===== config.mk =====
export PLATFORM = sky130hd
export DESIGN_NAME = sap1_trace_monitor_flat
export DESIGN_NICKNAME = d
export VERILOG_FILES = /design/src/rtl/sap1_trace_pkg.sv /design/src/rtl/sap1_trace_monitor_if.sv /design/src/rtl/sap1_trace_ram.sv /design/src/rtl/sap1_trace_monitor.sv /design/src/flat_wrapper.sv
export SDC_FILE = /design/constraint.sdc
export NUM_CORES = 1
export LEC_CHECK = 0
export CORE_MARGIN = 2
export CORE_UTILIZATION = 45
export DETAILED_ROUTE_END_ITERATION = 10
export GPL_ROUTABILITY_DRIVEN = 0
export SYNTH_ARGS = -nofsm -noshare
export SYNTH_HDL_FRONTEND = slang
export SYNTH_SLANG_ARGS = --single-unit

===== constraint.sdc =====
create_clock -name clk_in -period 9.84 [get_ports clk_in]
set_input_delay 1.968 -clock clk_in [delete_from_list [all_inputs] [get_ports clk_in]]
set_output_delay 1.968 -clock clk_in [all_outputs]
set_load 0.005 [all_outputs]

===== src/rtl/sap1_trace_pkg.sv =====
// Shared types and helpers for the SAP-1 trace monitor.
//   trace_state_e  : capture FSM states
//   entry_w()      : packed trace entry width for a given core configuration
//   trace_entry_t  : entry layout for the default core widths, MSB first
//   pack_entry / unpack_entry : conversions between struct and flat vector
package sap1_trace_pkg;

  typedef enum logic [1:0] {
    IDLE = 2'd0,
    RUN  = 2'd1,
    DONE = 2'd2
  } trace_state_e;

  function automatic int unsigned entry_w(input int unsigned addr_w,
                                          input int unsigned data_w,
                                          input int unsigned cw_w,
                                          input int unsigned t_w);
    return addr_w + 4 * data_w + cw_w + t_w;
  endfunction

  localparam int unsigned ENTRY_W_DEFAULT = entry_w(4, 8, 12, 3);

  typedef struct packed {
    logic [3:0]  pc;
    logic [7:0]  ir;
    logic [7:0]  a_reg;
    logic [7:0]  b_reg;
    logic [7:0]  bus;
    logic [11:0] cw;
    logic [2:0]  t_state;
  } trace_entry_t;

  function automatic logic [ENTRY_W_DEFAULT-1:0] pack_entry(input trace_entry_t e);
    return ENTRY_W_DEFAULT'(e);
  endfunction

  function automatic trace_entry_t unpack_entry(input logic [ENTRY_W_DEFAULT-1:0] v);
    return trace_entry_t'(v);
  endfunction

endpackage


===== src/rtl/sap1_trace_monitor_if.sv =====
// Drain port of the trace monitor: valid/ready handshake carrying one entry.
//   rd_valid : master -> slave, rd_data holds a valid entry
//   rd_ready : slave -> master, entry accepted this cycle
//   rd_data  : master -> slave, packed entry
interface sap1_trace_monitor_if
  import sap1_trace_pkg::*;
#(
  parameter int unsigned ENTRY_W = ENTRY_W_DEFAULT
);
  logic               rd_valid;
  logic               rd_ready;
  logic [ENTRY_W-1:0] rd_data;

  modport master (output rd_valid, output rd_data, input rd_ready);
  modport slave  (input rd_valid, input rd_data, output rd_ready);
endinterface


===== src/rtl/sap1_trace_ram.sv =====
// DEPTH x ENTRY_W simple dual-port trace RAM, one write port and one
// registered read port.
//   clk_in, rst : clock, synchronous active-low reset (read register only)
//   we, waddr, wdata : write port
//   raddr, rdata     : read address, registered read data
module sap1_trace_ram #(
  parameter int unsigned DEPTH   = 16,
  parameter int unsigned ENTRY_W = 51
) (
  input  logic                     clk_in,
  input  logic                     rst,
  input  logic                     we,
  input  logic [$clog2(DEPTH)-1:0] waddr,
  input  logic [ENTRY_W-1:0]       wdata,
  input  logic [$clog2(DEPTH)-1:0] raddr,
  output logic [ENTRY_W-1:0]       rdata
);
  logic [ENTRY_W-1:0] mem_q [DEPTH];
  logic [ENTRY_W-1:0] rdata_q;

  // Storage array, no reset.
  always_ff @(posedge clk_in) begin
    if (we) mem_q[waddr] <= wdata;
  end

  // Write-first bypass: a capture that ends on its first sample reads the
  // very slot being written on that edge.
  always_ff @(posedge clk_in) begin
    if (!rst) begin
      rdata_q <= '0;
    end else if (we && (waddr == raddr)) begin
      rdata_q <= wdata;
    end else begin
      rdata_q <= mem_q[raddr];
    end
  end

  assign rdata = rdata_q;
endmodule


===== src/rtl/sap1_trace_monitor.sv =====
// On-chip trace/halt monitor for the SAP-1 core. Samples the core state each
// cycle into a circular buffer while armed, stops on HLT, cycle limit or
// stop, then drains entries oldest-first over a valid/ready port.
//   clk_in, rst          : clock, synchronous active-low reset
//   start, stop          : arm capture / force end of capture
//   pc..t_state          : core taps
//   rd                   : drain port (master)
//   busy                 : capture in progress
//   halted, timeout      : cause of the last capture end
//   overflow             : buffer wrapped, oldest samples lost
//   cycle_cnt            : samples taken in current/last capture
module sap1_trace_monitor
  import sap1_trace_pkg::*;
#(
  parameter int unsigned ADDR_W     = 4,
  parameter int unsigned DATA_W     = 8,
  parameter int unsigned CW_W       = 12,
  parameter int unsigned HLT_BIT    = 11,
  parameter int unsigned T_W        = 3,
  parameter int unsigned DEPTH      = 16,
  parameter int unsigned MAX_CYCLES = 100
) (
  input  logic                clk_in,
  input  logic                rst,
  input  logic                start,
  input  logic                stop,
  input  logic [ADDR_W-1:0]   pc,
  input  logic [DATA_W-1:0]   ir,
  input  logic [DATA_W-1:0]   a_reg,
  input  logic [DATA_W-1:0]   b_reg,
  input  logic [DATA_W-1:0]   bus,
  input  logic [CW_W-1:0]     cw,
  input  logic [T_W-1:0]      t_state,
  sap1_trace_monitor_if.master rd,
  output logic                busy,
  output logic                halted,
  output logic                timeout,
  output logic                overflow,
  output logic [15:0]         cycle_cnt
);
  localparam int unsigned ENTRY_W = entry_w(ADDR_W, DATA_W, CW_W, T_W);
  localparam int unsigned AW      = $clog2(DEPTH);
  localparam int unsigned FW      = AW + 1;
  localparam int unsigned CNT_W   = 16;

  trace_state_e      state_q, state_d;
  logic [AW-1:0]     wr_ptr_q, wr_ptr_d;
  logic [AW-1:0]     rd_ptr_q, rd_ptr_d;
  logic [FW-1:0]     fill_q, fill_d;
  logic [CNT_W-1:0]  cnt_q, cnt_d;
  logic              halted_q, halted_d;
  logic              timeout_q, timeout_d;
  logic              overflow_q, overflow_d;
  logic              busy_q, busy_d;
  logic              rd_valid_q, rd_valid_d;
  logic              we_c;
  logic [ENTRY_W-1:0] wdata_c;
  logic [ENTRY_W-1:0] rdata;

  assign wdata_c = {pc, ir, a_reg, b_reg, bus, cw, t_state};

  // Read address is the next pointer so the registered read port always
  // presents the entry at rd_ptr_q.
  sap1_trace_ram #(
    .DEPTH   (DEPTH),
    .ENTRY_W (ENTRY_W)
  ) u_ram (
    .clk_in (clk_in),
    .rst    (rst),
    .we     (we_c),
    .waddr  (wr_ptr_q),
    .wdata  (wdata_c),
    .raddr  (rd_ptr_d),
    .rdata  (rdata)
  );

  // Capture/drain FSM next-state and datapath.
  always_comb begin
    state_d    = state_q;
    wr_ptr_d   = wr_ptr_q;
    rd_ptr_d   = rd_ptr_q;
    fill_d     = fill_q;
    cnt_d      = cnt_q;
    halted_d   = halted_q;
    timeout_d  = timeout_q;
    overflow_d = overflow_q;
    we_c       = 1'b0;

    unique case (state_q)
      IDLE, DONE: begin
        if (start) begin
          state_d    = RUN;
          wr_ptr_d   = '0;
          fill_d     = '0;
          cnt_d      = '0;
          halted_d   = 1'b0;
          timeout_d  = 1'b0;
          overflow_d = 1'b0;
        end else if (rd_valid_q && rd.rd_ready) begin
          rd_ptr_d = rd_ptr_q + AW'(1);
          fill_d   = fill_q - FW'(1);
        end
      end
      RUN: begin
        we_c     = 1'b1;
        wr_ptr_d = wr_ptr_q + AW'(1);
        cnt_d    = cnt_q + CNT_W'(1);
        if (fill_q == FW'(DEPTH)) begin
          overflow_d = 1'b1;
        end else begin
          fill_d = fill_q + FW'(1);
        end
        if (cw[HLT_BIT]) begin
          halted_d = 1'b1;
          state_d  = DONE;
        end else if (cnt_d == CNT_W'(MAX_CYCLES)) begin
          timeout_d = 1'b1;
          state_d   = DONE;
        end else if (stop) begin
          state_d = DONE;
        end
        // Oldest entry; a full buffer truncates fill to 0 so rd_ptr == wr_ptr.
        rd_ptr_d = wr_ptr_d - AW'(fill_d);
      end
      default: state_d = IDLE;
    endcase

    rd_valid_d = (state_d == DONE) && (fill_d != '0);
    busy_d     = (state_d == RUN);
  end

  // State and status registers.
  always_ff @(posedge clk_in) begin
    if (!rst) begin
      state_q    <= IDLE;
      wr_ptr_q   <= '0;
      rd_ptr_q   <= '0;
      fill_q     <= '0;
      cnt_q      <= '0;
      halted_q   <= 1'b0;
      timeout_q  <= 1'b0;
      overflow_q <= 1'b0;
      busy_q     <= 1'b0;
      rd_valid_q <= 1'b0;
    end else begin
      state_q    <= state_d;
      wr_ptr_q   <= wr_ptr_d;
      rd_ptr_q   <= rd_ptr_d;
      fill_q     <= fill_d;
      cnt_q      <= cnt_d;
      halted_q   <= halted_d;
      timeout_q  <= timeout_d;
      overflow_q <= overflow_d;
      busy_q     <= busy_d;
      rd_valid_q <= rd_valid_d;
    end
  end

  assign rd.rd_valid = rd_valid_q;
  assign rd.rd_data  = rdata;
  assign busy        = busy_q;
  assign halted      = halted_q;
  assign timeout     = timeout_q;
  assign overflow    = overflow_q;
  assign cycle_cnt   = cnt_q;
endmodule


===== src/flat_wrapper.sv =====
// flat-port wrapper written by rule: the top's interface ports become plain ports
module sap1_trace_monitor_flat import sap1_trace_pkg::*;
#(
  parameter int unsigned ADDR_W     = 4,
  parameter int unsigned DATA_W     = 8,
  parameter int unsigned CW_W       = 12,
  parameter int unsigned HLT_BIT    = 11,
  parameter int unsigned T_W        = 3,
  parameter int unsigned DEPTH      = 16,
  parameter int unsigned MAX_CYCLES = 100
)
  (clk_in, rst, start, stop, pc, ir, a_reg, b_reg, bus, cw, t_state, busy, halted, timeout, overflow, cycle_cnt, rd_rd_valid, rd_rd_data, rd_rd_ready);
  sap1_trace_monitor_if #(.ENTRY_W((ENTRY_W_DEFAULT))) rd_i ();
  input  logic clk_in;
  input  logic rst;
  input  logic start;
  input  logic stop;
  input  logic [ADDR_W-1:0] pc;
  input  logic [DATA_W-1:0] ir;
  input  logic [DATA_W-1:0] a_reg;
  input  logic [DATA_W-1:0] b_reg;
  input  logic [DATA_W-1:0] bus;
  input  logic [CW_W-1:0] cw;
  input  logic [T_W-1:0] t_state;
  output logic busy;
  output logic halted;
  output logic timeout;
  output logic overflow;
  output logic [15:0] cycle_cnt;
  output wire logic [$bits(rd_i.rd_valid)-1:0] rd_rd_valid;
  output wire logic [$bits(rd_i.rd_data)-1:0] rd_rd_data;
  input wire logic [$bits(rd_i.rd_ready)-1:0] rd_rd_ready;
  assign rd_rd_valid = rd_i.rd_valid;
  assign rd_rd_data = rd_i.rd_data;
  assign rd_i.rd_ready = rd_rd_ready;
  sap1_trace_monitor #(.ADDR_W(ADDR_W), .DATA_W(DATA_W), .CW_W(CW_W), .HLT_BIT(HLT_BIT), .T_W(T_W), .DEPTH(DEPTH), .MAX_CYCLES(MAX_CYCLES)) u_core (.clk_in(clk_in), .rst(rst), .start(start), .stop(stop), .pc(pc), .ir(ir), .a_reg(a_reg), .b_reg(b_reg), .bus(bus), .cw(cw), .t_state(t_state), .rd(rd_i), .busy(busy), .halted(halted), .timeout(timeout), .overflow(overflow), .cycle_cnt(cycle_cnt));
endmodule

Yosys cells after proc, flatten, opt, wreduce, memory -nomap -nowiden
Memory sizes are Yosys's and may differ from the RTL's. A register that Yosys moved wholly into a read port is not among the register bits.
Cells that the tools add are included.
Widths: inputs -> output; s select.
{"block": "op_classes", "n_eq_ne": 11, "reduce_logical": 11, "mux": 28, "addsub": 6}
{"cell": "$pmux 16 s2", "n": 1}
{"cell": "$mux 5", "n": 4}
{"cell": "$add 16x1->16 const B", "n": 1}
{"cell": "$eq 16x7->1 const B", "n": 1}
{"cell": "$mux 16", "n": 1}
{"cell": "$pmux 4 s2", "n": 2}
{"cell": "$mux 4", "n": 3}
{"cell": "$pmux 5 s2", "n": 1}
{"cell": "$add 4x1->4 const B", "n": 2}
{"cell": "$mux 1", "n": 8}
{"cell": "$mux 2", "n": 4}
{"cell": "$ne 2x2->1 const B", "n": 3}
{"cell": "$pmux 1 s2", "n": 3}
{"cell": "$reduce_and 3->1", "n": 2}
{"cell": "$add 5x1->5 const B", "n": 1}
{"cell": "$eq 5x5->1 const B", "n": 1}
{"cell": "$reduce_bool 5->1", "n": 1}
{"cell": "$sub 5x1->5 const B", "n": 1}
{"cell": "$eq 2x1->1 const B", "n": 2}
{"cell": "$eq 2x2->1 const B", "n": 2}
{"cell": "$ne 2x1->1 const B", "n": 2}
{"cell": "$pmux 2 s2", "n": 1}
{"cell": "$reduce_and 4->1", "n": 1}
{"cell": "$sub 4x4->4", "n": 1}
{"cell": "6 further kinds", "n": 7}
{"block": "word_totals", "out_inout_bits": 72, "ramBits": 816, "reg_bits": 36, "input_bits": 56, "memories": 1, "wordCells": 67}
{"name": "u_core.u_ram.mem_q", "depth": 16, "width": 51, "read_ports": 1, "rd_ports_with_merged_regs": 1, "write_ports": 1, "line": "sap1_trace_ram.sv:18", "rtl": "logic [ENTRY_W-1:0] mem_q [DEPTH];"}

Logic depth before layout (Yosys ltp)
{"block": "logic_depth", "depth_word": 7, "ltp_mapped": 18, "depth_no_buf": 15}

Cells and area by module
A second synthesis with hierarchy kept.
{"block": "unflattened", "hier_cells": 1673, "hier_area_um2": 34380.5}
{"mod": "sap1_trace_ram", "cells_each": 1392, "seq_area_each_um2": 25524.5, "n_inst": 1, "area_per_inst_um2": 32167.1}
{"mod": "sap1_trace_monitor", "cells_each": 281, "seq_area_each_um2": 720.7, "n_inst": 1, "area_per_inst_um2": 2213.4}

Least setup slack after synthesis
Ideal clock, no wire load.
{"block": "synth_timing", "kind": "register to register", "start": "register u_core.state_q[1]", "end": "memory u_core.u_ram.mem_q[0][0] (enable)", "setup_time_ns": 0.522, "slack_ns": 4.386, "path_buffers": 3, "t_required_ns": 9.318, "path_stages_with_launch": 7, "t_arrival_ns": 4.932, "period_less_slack_ns": 5.454, "path_cell_list": "dfxtp_1 > clkbuf_1 > nor2b_1 > clkbuf_1 > clkbuf_1 > nand2_1 > nor3_1"}
{"block": "synth_between", "elab_chain_len": 4}
{"element": "from (decl)", "line": "sap1_trace_monitor.sv:46", "rtl": "trace_state_e state_q, state_d;"}
{"element": "from (signal assigned)", "line": "sap1_trace_monitor.sv:146", "rtl": "state_q <= state_d;"}
{"element": "$eq 2x1->1", "line": "sap1_trace_monitor.sv:89", "rtl": "unique case (state_q)"}
{"element": "$mux 1", "line": "sap1_trace_monitor.sv:89"}
{"element": "$mux 1", "line": "sap1_trace_ram.sv:23", "rtl": "if (we) mem_q[waddr] <= wdata;"}
{"element": "$mux 1 (not written as such)", "line": "sap1_trace_ram.sv:23"}
{"element": "to (decl)", "line": "sap1_trace_ram.sv:18"}
No other way between the ends.

Final worst setup path
{"block": "layout_timing", "start": "input port start", "end": "register u_core.u_ram.rdata_q[44] (netlist: u_core.u_ram.rdata[44]), read port of u_core.u_ram.mem_q"}
{"block": "layout_between", "elab_chain_len": 2}
{"element": "from (decl)", "line": "flat_wrapper.sv:16", "rtl": "input logic start;"}
{"element": "$mux 4", "line": "sap1_trace_monitor.sv:91", "rtl": "if (start) begin"}
{"element": "$pmux 4 s2", "line": "sap1_trace_monitor.sv:89"}
{"element": "to (decl)", "line": "sap1_trace_ram.sv:19", "rtl": "logic [ENTRY_W-1:0] rdata_q;"}
No other way between the ends.
A chain may end at the register's enable or synchronous reset.

==> flow_summary.json <==
{
  "synth_fp_nets": 2716,
  "fin_nets": 2800,
  "crit_fanout": 210,
  "cp-end-kind": "flip-flop",
  "peakVddDrop_v": 0.0001392,
  "placedInstanceArea_mm2": 0.03805,
  "synth_adder_area_share_pct": 0.4768,
  "required_ns": 10.41,
  "grtUsageTotal_pct": 21.99,
  "rsz0062_at_grt": "no",
  "worst_slack_ns": 4.456,
  "fp.coreArea_mm2": 0.07874,
  "finalHoldViolations": 0,
  "clock_path_buffers": 3,
  "synth-main-ff-cell": "edfxtp_1",
  "grt_pass1_wl_um": 135600,
  "ys_warn_count": 0,
  "die-area_mm2": 0.08158,
  "place_ws_ns": 3.795,
  "power.density_mw_per_mm2": 213.7,
  "synth.area.mux_share_pct": 3.180,
  "post-place-cells": 3687,
  "slew_violations": 0,
  "cts_tree": "yes",
  "path_class": "primary input to flip-flop",
  "cp-start-kind": "primary input",
  "stdcell_area_mm2": 0.04112,
  "final_core_util_pct": 52.22,
  "fin_setup_tns_ns": 0,
  "clock-sinks": 903,
  "numCtsBuffers": 92,
  "viasPerCell": 5.710,
  "grt_max_degree": 211,
  "final_common_cell": "edfxtp_1",
  "synth_compound_area_share_pct": 8.389,
  "synth.avg_cell_area_um2": 13.48,
  "grt-ovfl-total": 0,
  "most-common-layout-cells": "816 x edfxtp_1, 728 x nand2_1, 167 x nand3_1",
  "multiInputGateArea_mm2": 0.008859,
  "p_leak_nw": 13.48,
  "drtPass1Iterations": 5,
  "wl_um": 90440,
  "synth_xor_area_share_pct": 0.2945,
  "postSynthCellCount": 2647,
  "die_x_um": 285.6,
  "cts_root_buf": "clkbuf_16",
  "routedWlPerCell_um": 23.43,
  "rows": 103,
  "clk_pin_slew_ns": 0.06,
  "outcome": "finished, final reports clean",
  "hp-class": "flip-flop to flip-flop",
  "maxCapViolCount": 0,
  "worst_slew_pin_slew_ns": 1.221,
  "layout-area-overhead-vs-synth_pct": 15.21,
  "clock_skew_ns": 0.02580,
  "finalSetupViolCount": 0,
  "pin_count": 128,
  "min_period_ns": 5.384,
  "dpl.hpwl_um": 43750,
  "synth_edf_count": 816,
  "seq_area_frac_synth_pct": 73.54,
  "fin_crit_sh_pct": 54.71,
  "synth_seq_cells": 903,
  "register_area_mm2": 0.02625,
  "final_cell_count_no_fill": 3860,
  "cts_setup_buffers": 0,
  "drive_gt1_share_pct": 8.229,
  "first_global_vias": 21820,
  "relSlewSlack_pct": 18.58,
  "port_buffers": 127,
  "ant_nets": 0,
  "synthArstFlopShare_pct": 0,
  "arrival_ns": 5.96,
  "synth.distinct_cells": 59,
  "synth_top_family_by_area": "simple AND/OR/NAND/NOR gates",
  "ctsHoldBuffers": 0,
  "drc": 0,
  "die_h_um": 285.6,
  "cts_resized": 0,
  "antenna_found_initial": 4,
  "vias": 22040,
  "fillers": 6406,
  "fin_hold_ws_ns": 0.4773,
  "clk_latency_ns": 0.65,
  "total_power_mw": 8.788,
  "drt_iter0_markers": 2142,
  "h-tree-depth": 3,
  "synth-simple-area-share_pct": 12.01,
  "max_freq_mhz": 185.8,
  "synth_area_mm2": 0.03569,
  "start_util_pct": 45.32
}
per-layer routing:
| layer | vias up | share of wire [%] | global-route usage [%] |
|---|---|---|---|
| li1 | 10100 | - | - |
| met4 | 2 | 2.3 | 6.257 |
| met1 | 11030 | 42 | 29.42 |
| met5 | - | 0.012 | 0 |
| met3 | 155 | 6.3 | 3.174 |
| met2 | 753 | 49 | 37.57 |
cells in the mapped netlist, drive strengths merged, types with 5 or more instances:
cell type	count	area [um^2]
a21oi	17	85.08
a22oi	14	105.1
a311oi	6	52.55
a31o	6	52.55
a31oi	7	43.79
a32oi	101	884.6
a41oi	49	504.2
and2	10	62.56
buf	35	190.2
clkbuf	139	521.8
dfxtp	87	1742
edfxtp	816	24500
ha	12	150.1
inv	10	37.54
mux2	11	123.9
mux2i	101	1011
nand2	729	2736
nand2b	7	43.79
nand3	167	835.8
nor2	65	254.0
nor3	15	75.07
nor4	5	31.28
o211ai	100	750.7
o21ai	73	365.4
xor2	8	70.07
cell type report:
type | instances | share of cell area (%)
antenna | 3 | 0.01826
clock buffer | 128 | 6.271
clock inverter | 42 | 1.165
inverter | 11 | 0.1004
multi-input combinational | 1559 | 21.54
sequential | 903 | 63.83
tap | 1050 | 3.195
timing repair buffer | 164 | 3.877
logic make-up after synthesis:
| logic type | count (synthesis) |
|---|---|
| simple gates | 1031 |
| flops | 903 |
| fa+ha+maj | 13 |
| compound gates | 391 |
| mux | 112 |
| xor+xnor | 12 |
| buf+inv | 185 |
path summary, 6_finish.rpt:
path / startpoint / to / slack (ns) / cells past startpoint
worst min register to register: u_core.timeout / u_core.timeout / 0.48 / 2
worst max-delay path: start / u_core.u_ram.rdata[44] / 4.46 / 11
worst min-delay path: u_core.timeout / u_core.timeout / 0.48 / 2
worst max register to register: u_core.fill_q[0] / u_core.u_ram.rdata[2] / 4.50 / 15
critical path, cell delays in order:
cell and delay, ns:
clkdlybuf4s50_1 0.53, nand3b_1 0.33, xor2_1 0.23, o21ai_4 0.16, buf_12 0.68, xnor2_1 0.23
nor4_1 0.11, mux2i_4 0.72, buf_12 0.48, o21ai_0 0.16, a41oi_1 0.21
state kept, by name (all words and copies together) (netlist names), 2 cells and up:
signal / count
u_core.u_ram.mem_q: 816
u_core.u_ram.rdata: 51
u_core.cycle_cnt: 16
u_core.fill_q: 5
u_core.rd_ptr_q: 4
u_core.wr_ptr_q: 4
u_core.state_q: 2
report_power, final:
| part | switching (mW) | internal, mW |
|---|---|---|
| sequential | 0.0490 | 4.25 |
| combinational | 0.625 | 0.352 |
| clock | 1.44 | 2.07 |
| total | 2.12 | 6.67 |
No activity file was read; power rests on OpenSTA's default activity.
